`config.mk`:
```
export PLATFORM = sky130hd
export DESIGN_NAME = regfile_writeback_unit
export DESIGN_NICKNAME = d
export VERILOG_FILES = /design/src/rtl/regfile_writeback_unit.sv
export SDC_FILE = /design/constraint.sdc
export NUM_CORES = 1
export LEC_CHECK = 0
export CAP_MARGIN = 40
export CORE_MARGIN = 2
export CORE_UTILIZATION = 40
export DETAILED_ROUTE_END_ITERATION = 8
export HOLD_SLACK_MARGIN = 0.1
export PLACE_DENSITY = 0.77
export SLEW_MARGIN = 20
export SYNTH_ARGS = -nofsm -noshare
export SYNTH_HDL_FRONTEND = slang
export SYNTH_SLANG_ARGS = --single-unit
export TNS_END_PERCENT = 100
```
`constraint.sdc`:
```
create_clock -name clk -period 2 [get_ports clk]
set_input_delay 0.2 -clock clk [delete_from_list [all_inputs] [get_ports clk]]
set_output_delay 0.2 -clock clk [all_outputs]
set_load 0.02 [all_outputs]
```
`src/rtl/regfile_writeback_unit.sv`:
```
// Registered write-back stage between the MEM stage and the GPR write port.
// It picks the GPR write index and data, extracts sub-word loads with sign or
// zero extension, owns the LO/HI registers, and tracks an outstanding
// multiply/divide so that MFLO/MFHI can stall until the result arrives.
// Ports:
//   clk, rst_n                 clock, asynchronous active-low reset
//   in_valid / in_stall        MEM-stage valid, upstream hold (combinational)
//   rt, rd, alu_out, mem_out,
//   addr_byte, pc              operand sources
//   Jal, RegDst, MemToReg, ExtrSigned, ExtrWord, LHToReg, LHWrite, RegWrite
//                              write-back controls
//   md_start, md_done,
//   md_lo, md_hi               multiply/divide issue and result
//   rf_we, rf_w, rf_din        registered GPR write port
//   lo_q, hi_q, md_pending     special registers and outstanding-op flag
module regfile_writeback_unit #(
    parameter int unsigned DATA_BITS     = 32,
    parameter int unsigned REG_ADDR_BITS = 5,
    parameter int unsigned LINK_REG      = 31
) (
    input  logic                     clk,
    input  logic                     rst_n,
    input  logic                     in_valid,
    output logic                     in_stall,
    input  logic [REG_ADDR_BITS-1:0] rt,
    input  logic [REG_ADDR_BITS-1:0] rd,
    input  logic [DATA_BITS-1:0]     alu_out,
    input  logic [DATA_BITS-1:0]     mem_out,
    input  logic [1:0]               addr_byte,
    input  logic [DATA_BITS-1:0]     pc,
    input  logic                     Jal,
    input  logic                     RegDst,
    input  logic                     MemToReg,
    input  logic                     ExtrSigned,
    input  logic [1:0]               ExtrWord,
    input  logic [1:0]               LHToReg,
    input  logic [1:0]               LHWrite,
    input  logic                     RegWrite,
    input  logic                     md_start,
    input  logic                     md_done,
    input  logic [DATA_BITS-1:0]     md_lo,
    input  logic [DATA_BITS-1:0]     md_hi,
    output logic                     rf_we,
    output logic [REG_ADDR_BITS-1:0] rf_w,
    output logic [DATA_BITS-1:0]     rf_din,
    output logic [DATA_BITS-1:0]     lo_q,
    output logic [DATA_BITS-1:0]     hi_q,
    output logic                     md_pending
);

    localparam int unsigned SH_BITS = $clog2(DATA_BITS);

    logic                     accept;
    logic                     mt_lo;
    logic                     mt_hi;
    logic                     lo_take;
    logic                     hi_take;
    // Set when an MT overwrote a register while its mult/div was still in
    // flight: the late md_done must then leave that register alone.
    logic                     lo_skip;
    logic                     hi_skip;
    logic                     lo_skip_next;
    logic                     hi_skip_next;
    logic                     pend_next;
    logic [DATA_BITS-1:0]     lo_next;
    logic [DATA_BITS-1:0]     hi_next;
    logic [7:0]               byte_f;
    logic [15:0]              half_f;
    logic [DATA_BITS-1:0]     ext_data;
    logic [DATA_BITS-1:0]     lh_data;
    logic [DATA_BITS-1:0]     wb_data;
    logic [REG_ADDR_BITS-1:0] wb_idx;
    logic                     we_next;

    // Hold an MFLO/MFHI only while its operand is pending and not arriving now.
    assign in_stall = in_valid & (LHToReg != 2'd0) & md_pending & ~md_done;
    assign accept   = in_valid & ~in_stall;
    assign mt_lo    = accept & LHWrite[0];
    assign mt_hi    = accept & LHWrite[1];
    assign lo_take  = md_done & ~lo_skip;
    assign hi_take  = md_done & ~hi_skip;

    // Write-back index and data selection, including load extraction.
    always_comb begin
        byte_f = mem_out[SH_BITS'({addr_byte, 3'b000}) +: 8];
        half_f = mem_out[SH_BITS'({addr_byte[1], 4'b0000}) +: 16];

        case (ExtrWord)
            2'd0:    ext_data = mem_out;
            2'd1:    ext_data = {{(DATA_BITS-8){ExtrSigned & byte_f[7]}}, byte_f};
            2'd2:    ext_data = {{(DATA_BITS-16){ExtrSigned & half_f[15]}}, half_f};
            default: ext_data = '0;
        endcase

        // md_done results are forwarded straight into a same-cycle MFLO/MFHI.
        case (LHToReg)
            2'd1:    lh_data = lo_take ? md_lo : lo_q;
            2'd2:    lh_data = hi_take ? md_hi : hi_q;
            default: lh_data = '0;
        endcase

        if (Jal)
            wb_data = pc;
        else if (MemToReg)
            wb_data = ext_data;
        else if (LHToReg != 2'd0)
            wb_data = lh_data;
        else
            wb_data = alu_out;

        if (Jal)
            wb_idx = REG_ADDR_BITS'(LINK_REG);
        else if (RegDst)
            wb_idx = rd;
        else
            wb_idx = rt;

        we_next = accept & (RegWrite | Jal) & (wb_idx != '0);
    end

    // LO/HI and outstanding-operation bookkeeping; MT has the final say.
    always_comb begin
        lo_next = lo_q;
        hi_next = hi_q;
        if (lo_take) lo_next = md_lo;
        if (hi_take) hi_next = md_hi;
        if (mt_lo)   lo_next = alu_out;
        if (mt_hi)   hi_next = alu_out;

        pend_next = md_pending;
        if (md_done | ((mt_lo | mt_hi) & md_pending)) pend_next = 1'b0;
        if (md_start) pend_next = 1'b1;

        lo_skip_next = lo_skip;
        hi_skip_next = hi_skip;
        if (md_done) begin
            lo_skip_next = 1'b0;
            hi_skip_next = 1'b0;
        end
        if (mt_lo & md_pending & ~md_done) lo_skip_next = 1'b1;
        if (mt_hi & md_pending & ~md_done) hi_skip_next = 1'b1;
        if (md_start) begin
            lo_skip_next = 1'b0;
            hi_skip_next = 1'b0;
        end
    end

    // State registers.
    always_ff @(posedge clk or negedge rst_n) begin
        if (!rst_n) begin
            rf_we      <= 1'b0;
            rf_w       <= '0;
            rf_din     <= '0;
            lo_q       <= '0;
            hi_q       <= '0;
            md_pending <= 1'b0;
            lo_skip    <= 1'b0;
            hi_skip    <= 1'b0;
        end else begin
            rf_we      <= we_next;
            if (accept) begin
                rf_w   <= wb_idx;
                rf_din <= wb_data;
            end
            lo_q       <= lo_next;
            hi_q       <= hi_next;
            md_pending <= pend_next;
            lo_skip    <= lo_skip_next;
            hi_skip    <= hi_skip_next;
        end
    end

endmodule

```
Yosys cells after proc, flatten, opt, wreduce, memory -nomap -nowiden
Index checks and enable logic that the tools add are counted.
Cells by class
  reduce and logical (&&, ||, !) cells: 6
  shifts and indexed selects: 2
  bitwise logic cells: 24
  equal/unequal tests: 4
  multiplexer cells: 18
Operators with widths (count)
  32-bit two-way mux: 7
  32-bit case mux with 3 select lines: 1
  32-bit case mux with 2 select lines: 1
  32-bit by 6-bit indexed part select with 16-bit output: 1
  32-bit by 6-bit indexed part select with 8-bit output: 1
  1-bit AND: 17
  5-bit two-way mux: 2
  1-bit two-way mux: 7
  3-bit nonzero test: 2
  5-bit nonzero test: 1
  2-bit by 1-bit == test with 1-bit output, second input constant: 2
  2-bit == test, second input constant: 2
  1-bit inverter: 4
  2-bit nonzero test: 2
  1-bit OR: 3
  2-bit logical NOT: 1
Storage, ports and cells
  output and inout bits: 104
  flip-flop bits (word level): 105
  input port bits: 188

Depth between registers and ports, before layout
Gate-level depths: netlist of run 1.
  depth in word-level cells: 12
  depth in mapped cells: 9
  mapped depth without buffers: 6

Least setup slack after synthesis of run 1
OpenSTA, ideal clock, no wires.
  kind: reg2out
  from: reg md_pending
  to: out in_stall
  data required time: 1.800 ns
  setup slack: 0.286 ns
  arrival time: 1.514 ns
  cell stages (with the launch flop): 5
  buffers on the path: 2
  cell sequence: dfrtp_1 or3b_1 buf_6 clkbuf_1 nor2_1
Between the ends
  longest elaborated chain between the ends: 2
RTL lines
  from (decl): line 48  | output logic md_pending
  from (signal assigned): line 167  | md_pending <= pend_next;
  1-bit AND (2 in a row): line 76  | assign in_stall = in_valid & (LHToReg != 2'd0) & md_pending & ~md_done;
  to (decl): line 24  | output logic in_stall,
Every way passes these cells.

Worst setup path after layout of run 1
  from: in LHToReg[0]
  to: out in_stall
Between the ends
  longest elaborated chain between the ends: 4
RTL lines
  from (decl): line 36  | input logic [1:0] LHToReg,
  2-bit nonzero test: line 76
  1-bit AND (3 in a row): line 76
Every way passes these cells.

==> key figures, run 1 <==
Run status
  – Status: finished, final reports clean

Die
  – Core area: 0.0164 mm^2
  – Die W: 133 um
  – Die area: 0.0176 mm^2
  – Die height: 133 um
  – Num ports: 292
  – Num rows: 47
  – Initial Util: 40.4%

Placed design
  – Final HPWL DP: 20900 um
  – Number of buffers added on ports: 291
  – Placer Congestion: 0.934
  – Dpl cell area: 0.0103 mm^2

Clock tree
  – Clock-pin slew on the worst setup and hold paths: 80 ps
  – CTS tree: built
  – CTS Buffer Depth: 2
  – CTS HTree Levels: 3
  – Clk_lat worst skew: 360 ps
  – CTS buffer count: 9
  – Clk sinks: 105
  – Clk root buf: clkbuf_16

Global routing
  – GRT Overall Usage: 29.7%
  – GR Overflow Total: 0
  – Vias in the first global route: 6966
  – Initial antenna violation count: 1
  – Pin count of the biggest net entering global routing: 45
  – First-pass GRT wire length: 40400 um

Critical path
  – Worst setup EP type: primary output
  – Critical path arrival: 1710 ps
  – Startpoint types: primary input
  – RR Endpoint: rf_din[2]
  – R2R Setup Slk: 280 ps
  – Reg2Reg Depth: 6
  – Reg2reg start: md_pending
  – Required time worst endpoint: 1800 ps
  – Crit Path Class: in2out
  – CP startpoint: LHToReg[0]
  – Crit path max fanout: 2

Power and ir drop
  – Leakage Power: 0.00447 uW
  – VDD IR max: 0.000425 V
  – PwrDens: 667 mW/mm^2

Finish
  – Area Overhead vs Synth: 61.1%
  – Utilization after layout: 65.1%
  – Final instance area: 0.0107 mm^2
  – Share of cells above drive strength 1: 15.1%
  – Final net count: 1204

Synth
  – Post-synth top cells: dfrtp_1 (105), a21oi_1 (104), mux2i_1 (77)
  – #FFs+latches synth: 105
  – Post-Synthesis Cells: 680
  – Post-synth top flop: dfrtp_1
  – Top-count cell post-synth: dfrtp_1
  – Number of enable flip-flop cells after synthesis: 0
  – Asr flop ratio synth: 100%
  – Number of warnings issued by yosys: 0
  – Area contributors post-synth: dfrtp_1 (40%), mux2i_1 (12%), a21oi_1 (7.8%)
  – Synth area leader: dfrtp_1
  – Share of the synthesized area in the top cell type: 39.6%
  – Sequential cell area fraction in the yosys report: 39.6%
  – Synth cell types: 58
  – Syn Area/Cell: 9.76 um^2
  – Synth Net Count: 871
  – Post-synth design cell area: 0.00664 mm^2

STA
  – RSZ-0062 raised after global routing: false
  – Setup TNS: 0 ps
  – Hold_ws: 297 ps
  – Slew Viols, Final: 0
  – Tcrit/Tclk final: 95.3%
  – Worst rel slew slack: 51.4%
  – Hold Fails Final Rpt: 0
  – Max Fclk: 0.525 GHz
  – Tmin final: 1910 ps
  – Fin Clk Skew: 11.8 ps
  – Least-Margin Pin Slew: 728 ps
  – Setup violators final: 0

Route
  – Routed Wire Length: 26600 um
  – Routed Antenna Nets: 0
  – DRT iter0 DRCs: 414
  – Post-route DRC: 0
  – DR vias/cell: 5.72
  – Vias: 7089
  – DR WL/cell: 21.5 um
  – Drt pass-1 iters: 6

Flow run
  – Max-cap viol count: 0

Worst hold path
  – Worst hold path type: in2async
==> power breakdown <==
group	internal [uW]	switching (uW)	total, uW	leakage (uW)
Sequential	2410	165	2580	0.00121
Combinational	1380	1300	2680	0.00311
Clock	1040	835	1880	0.000149
==> layout make-up <==
cell class | count | area [um^2]
fill | 1340 | 5720
timing repair buffer | 385 | 3830
inverter | 9 | 33.8
tap | 220 | 275
clock inverter | 4 | 51.3
multi-input combinational | 503 | 3610
antenna | 1 | 2.50
clock buffer | 12 | 256
sequential | 105 | 2630
==> state kept, by name, summed over array words and instances (netlist names) <==
name,cells
hi_skip,1
lo_q,32
rf_we,1
md_pending,1
hi_q,32
lo_skip,1
rf_din,32
rf_w,5
==> metal layers <==
layer	vias to the layer above	routed length [um]	track usage, %
met5	-	0	0
met4	0	753	9.98
met3	50	2320	7.82
met2	361	13000	49.9
met1	3442	10500	37.1
li1	3236	-	-
==> critical path, cell delays in order <==
cell	delay (ps)
clkdlybuf4s50_1	480
inv_1	60
ha_1	220
or3b_4	390
nor2_1	170
buf_4	180
==> timing repair <==
action                     4_1_cts  5_1_grt
pin swaps                        1        1
resized for setup                4        8
setup buffers                    0        1
hold buffers                     1        0
setup endpoints to repair       17       49
hold endpoints to repair        23        0
==> cells in the final DEF, fill, tap and decap left out, types with 2 or more instances in the layout <==
master           count
o22ai_1              2
nand2_1             19
o22a_1              25
a21bo_2             10
or2_2                5
buf_4               77
nor2_1              72
dfrtp_1            105
a21oi_1            103
a32oi_1             15
mux4_2               7
a41oi_1              6
a31oi_1             23
or2_1                8
o2111ai_1           15
nor2_2               2
buf_12              17
nand3_2              2
clkbuf_16            9
a311o_1              7
o21ai_0             25
mux2i_1             77
and2b_2              2
o211a_1             23
ha_1                 3
or2_0                2
clkdlybuf4s50_1    288
nand3_1             17
inv_1                9
nor3_1               3
clkbuf_8             2
==> how the worst max path moves through the flow <==
stage	slack (ps)	cells after the start	end
floorplan	290	4	in_stall
global placement	-430	6	in_stall
detailed placement	-430	6	in_stall
CTS	10	6	in_stall
global route	20	9	rf_din[8]
finish	90	6	in_stall
==> metrics by stage <==
stage / power, uW / setup WS (ps) / instances
6_report: 7130 / 94.9 / 1239
5_1_grt: 7420 / 16.0 / 1239
4_1_cts: 7130 / 15.0 / 1237
3_5_place_dp: 5260 / -429 / 1220
3_3_place_gp: 5230 / -434 / 1220
2_1_floorplan: 3780 / 286 / 680
==> logic make-up (layout without fill, tap and decap cells) <==
group	Yosys count	in the layout	synth area share, %
AO/OA/AOI/OAI	263	263	27.6
adder cells (fa/ha/maj)	3	3	0.566
buffers and inverters	72	410	6.39
AND/OR/NAND/NOR	152	152	11.7
flip-flops	105	105	39.6
multiplexers	85	85	14.2
other	0	1	0
No activity file was read; power rests on OpenSTA's default activity.
==> run 2: changes to the inputs <==
--- a/config.mk
+++ b/config.mk
@@ -5,9 +5,10 @@
 export SDC_FILE = /design/constraint.sdc
 export NUM_CORES = 1
 export LEC_CHECK = 0
-export CAP_MARGIN = 40
-export CORE_MARGIN = 2
+export CAP_MARGIN = 20
+export CORE_MARGIN = 5
 export CORE_UTILIZATION = 40
+export CTS_CLUSTER_DIAMETER = 80
 export DETAILED_ROUTE_END_ITERATION = 8
 export HOLD_SLACK_MARGIN = 0.1
 export PLACE_DENSITY = 0.77
==> key figures, run 2 (same netlist as run 1, synthesis figures left out) <==
Worst hold path
  – Worst hold path type: in2async

Critical path
  – R2R Setup Slk: 330 ps
  – Reg2reg start: md_pending
  – Startpoint types: primary input
  – Reg2Reg Depth: 6
  – Crit Path Class: in2out
  – Crit path max fanout: 2
  – Worst setup EP type: primary output
  – RR Endpoint: rf_din[9]
  – Required time worst endpoint: 1800 ps
  – Critical path arrival: 1760 ps

Clock tree
  – Clock-pin slew on the worst setup and hold paths: 80 ps
  – CTS HTree Levels: 3
  – CTS Buffer Depth: 2
  – Clk root buf: clkbuf_16
  – CTS buffer count: 9
  – Clk sinks: 105
  – CTS tree: built
  – Clk_lat worst skew: 360 ps

Finish
  – Utilization after layout: 64.8%
  – Final net count: 1196
  – Final cell count without fillers: 1230
  – Antenna Cells: 0
  – Most frequent cells in the layout: clkdlybuf4s50_1 (288), dfrtp_1 (105), a21oi_1 (103)
  – Area Overhead vs Synth: 60.2%
  – Most common cell after layout, fill and taps aside: clkdlybuf4s50_1
  – Share of cells above drive strength 1: 14.8%
  – Leading registers by flop count: hi_q: 32 flops, lo_q: 32 flops, rf_din: 32 flops
  – Final instance area: 0.0106 mm^2

Flow run
  – Max-cap viol count: 0

STA
  – Max Fclk: 0.511 GHz
  – Setup violators final: 0
  – Tcrit/Tclk final: 97.9%
  – Hold Fails Final Rpt: 0
  – Fin Clk Skew: 6.81 ps
  – Least-Margin Pin Slew: 708 ps
  – Slew Viols, Final: 0
  – Hold_ws: 311 ps
  – Worst rel slew slack: 52.8%
  – Tmin final: 1960 ps

Route
  – DR WL/cell: 22.6 um
  – DRT iter0 DRCs: 436
  – Drt pass-1 iters: 5
  – Vias: 7023
  – Post-route DRC: 0
  – Routed Antenna Nets: 0
  – DR vias/cell: 5.71
  – Routed Wire Length: 27800 um

Power and ir drop
  – Leakage Power: 0.00443 uW
  – VDD IR max: 0.000561 V
  – PwrDens: 662 mW/mm^2
  – Overall power: 7040 uW

Placed design
  – Number of buffers added on ports: 291
  – Dpl cell area: 0.0102 mm^2
  – Cell Count Post-Placement: 1210
  – Final HPWL DP: 21800 um
  – Placer Congestion: 0.900

Die
  – Die area: 0.0193 mm^2
  – Die height: 139 um
  – Die W: 139 um
  – Num ports: 292
  – Num rows: 47
  – Core area: 0.0164 mm^2
  – Initial Util: 40.4%

Global routing
  – Vias in the first global route: 7237
  – First-pass GRT wire length: 42400 um
  – Initial antenna violation count: 0
  – GRT Overall Usage: 27.7%
  – Pin count of the biggest net entering global routing: 53
  – GR Overflow Total: 0

Run status
  – Status: finished, final reports clean
## run 2: layer usage
layer / GRT usage (%) / routed length [um]
met4: 7.93 / 784
met2: 47.4 / 13500
met1: 34.1 / 11000
met5: 0 / 0
met3: 8.03 / 2530
## run 2: area by class of cell
| class | count | area [um^2] |
|---|---|---|
| Fill cell | 1314 | 5780 |
| Timing Repair Buffer | 377 | 3780 |
| Multi-Input combinational cell | 503 | 3630 |
| Sequential cell | 105 | 2630 |
| Tap cell | 220 | 275 |
| Clock buffer | 10 | 239 |
| Clock inverter | 6 | 52.6 |
| Inverter | 9 | 33.8 |
## run 2: critical path, cell delays in order
cell             delay (ps)
clkdlybuf4s50_1         520
inv_1                    70
ha_1                    230
or3b_4                  410
nor2_1                  160
buf_4                   170
## run 2: repair_timing
action                     4_1_cts  5_1_grt
setup buffers                    2        0
hold buffers                     1        0
pin swaps                        1        1
setup endpoints to repair       23       94
hold endpoints to repair        27        0
resized for setup                7        9
cloned                           0        1
## run 2: worst max-delay path by stage
stage	endpoint	from	slack, ps	cells after the start
finish	in_stall	LHToReg[0]	40	6
CTS	rf_din[14]	LHToReg[0]	-30	9
detailed placement	in_stall	LHToReg[0]	-470	6
floorplan	in_stall	md_pending	290	4
global placement	in_stall	LHToReg[0]	-480	6
global route	rf_din[9]	LHToReg[0]	-6	9
## run 2: through the flow
step | setup WS [ps] | setup TNS (ps)
2_1_floorplan | 286 | 0
3_3_place_gp | -483 | -33530
3_5_place_dp | -471 | -35420
4_1_cts | -26.7 | -49.0
5_1_grt | -5.56 | -9.60
6_report | 42.8 | 0
## run 2: report_power, final
part           total [uW]  leakage [uW]  internal (uW)  switching, uW
clock                1780      0.000137            896            882
sequential           2570       0.00121           2410            159
combinational        2690       0.00308           1370           1320
==> run 3: changes to the inputs <==
--- a/config.mk
+++ b/config.mk
@@ -9,6 +9,7 @@
 export CORE_MARGIN = 5
 export CORE_UTILIZATION = 40
 export CTS_CLUSTER_DIAMETER = 80
+export CTS_CLUSTER_SIZE = 24
 export DETAILED_ROUTE_END_ITERATION = 8
 export HOLD_SLACK_MARGIN = 0.1
 export PLACE_DENSITY = 0.77
==> results of run 3 <==
Final layout, timing and power as in run 2 (identical DEF).
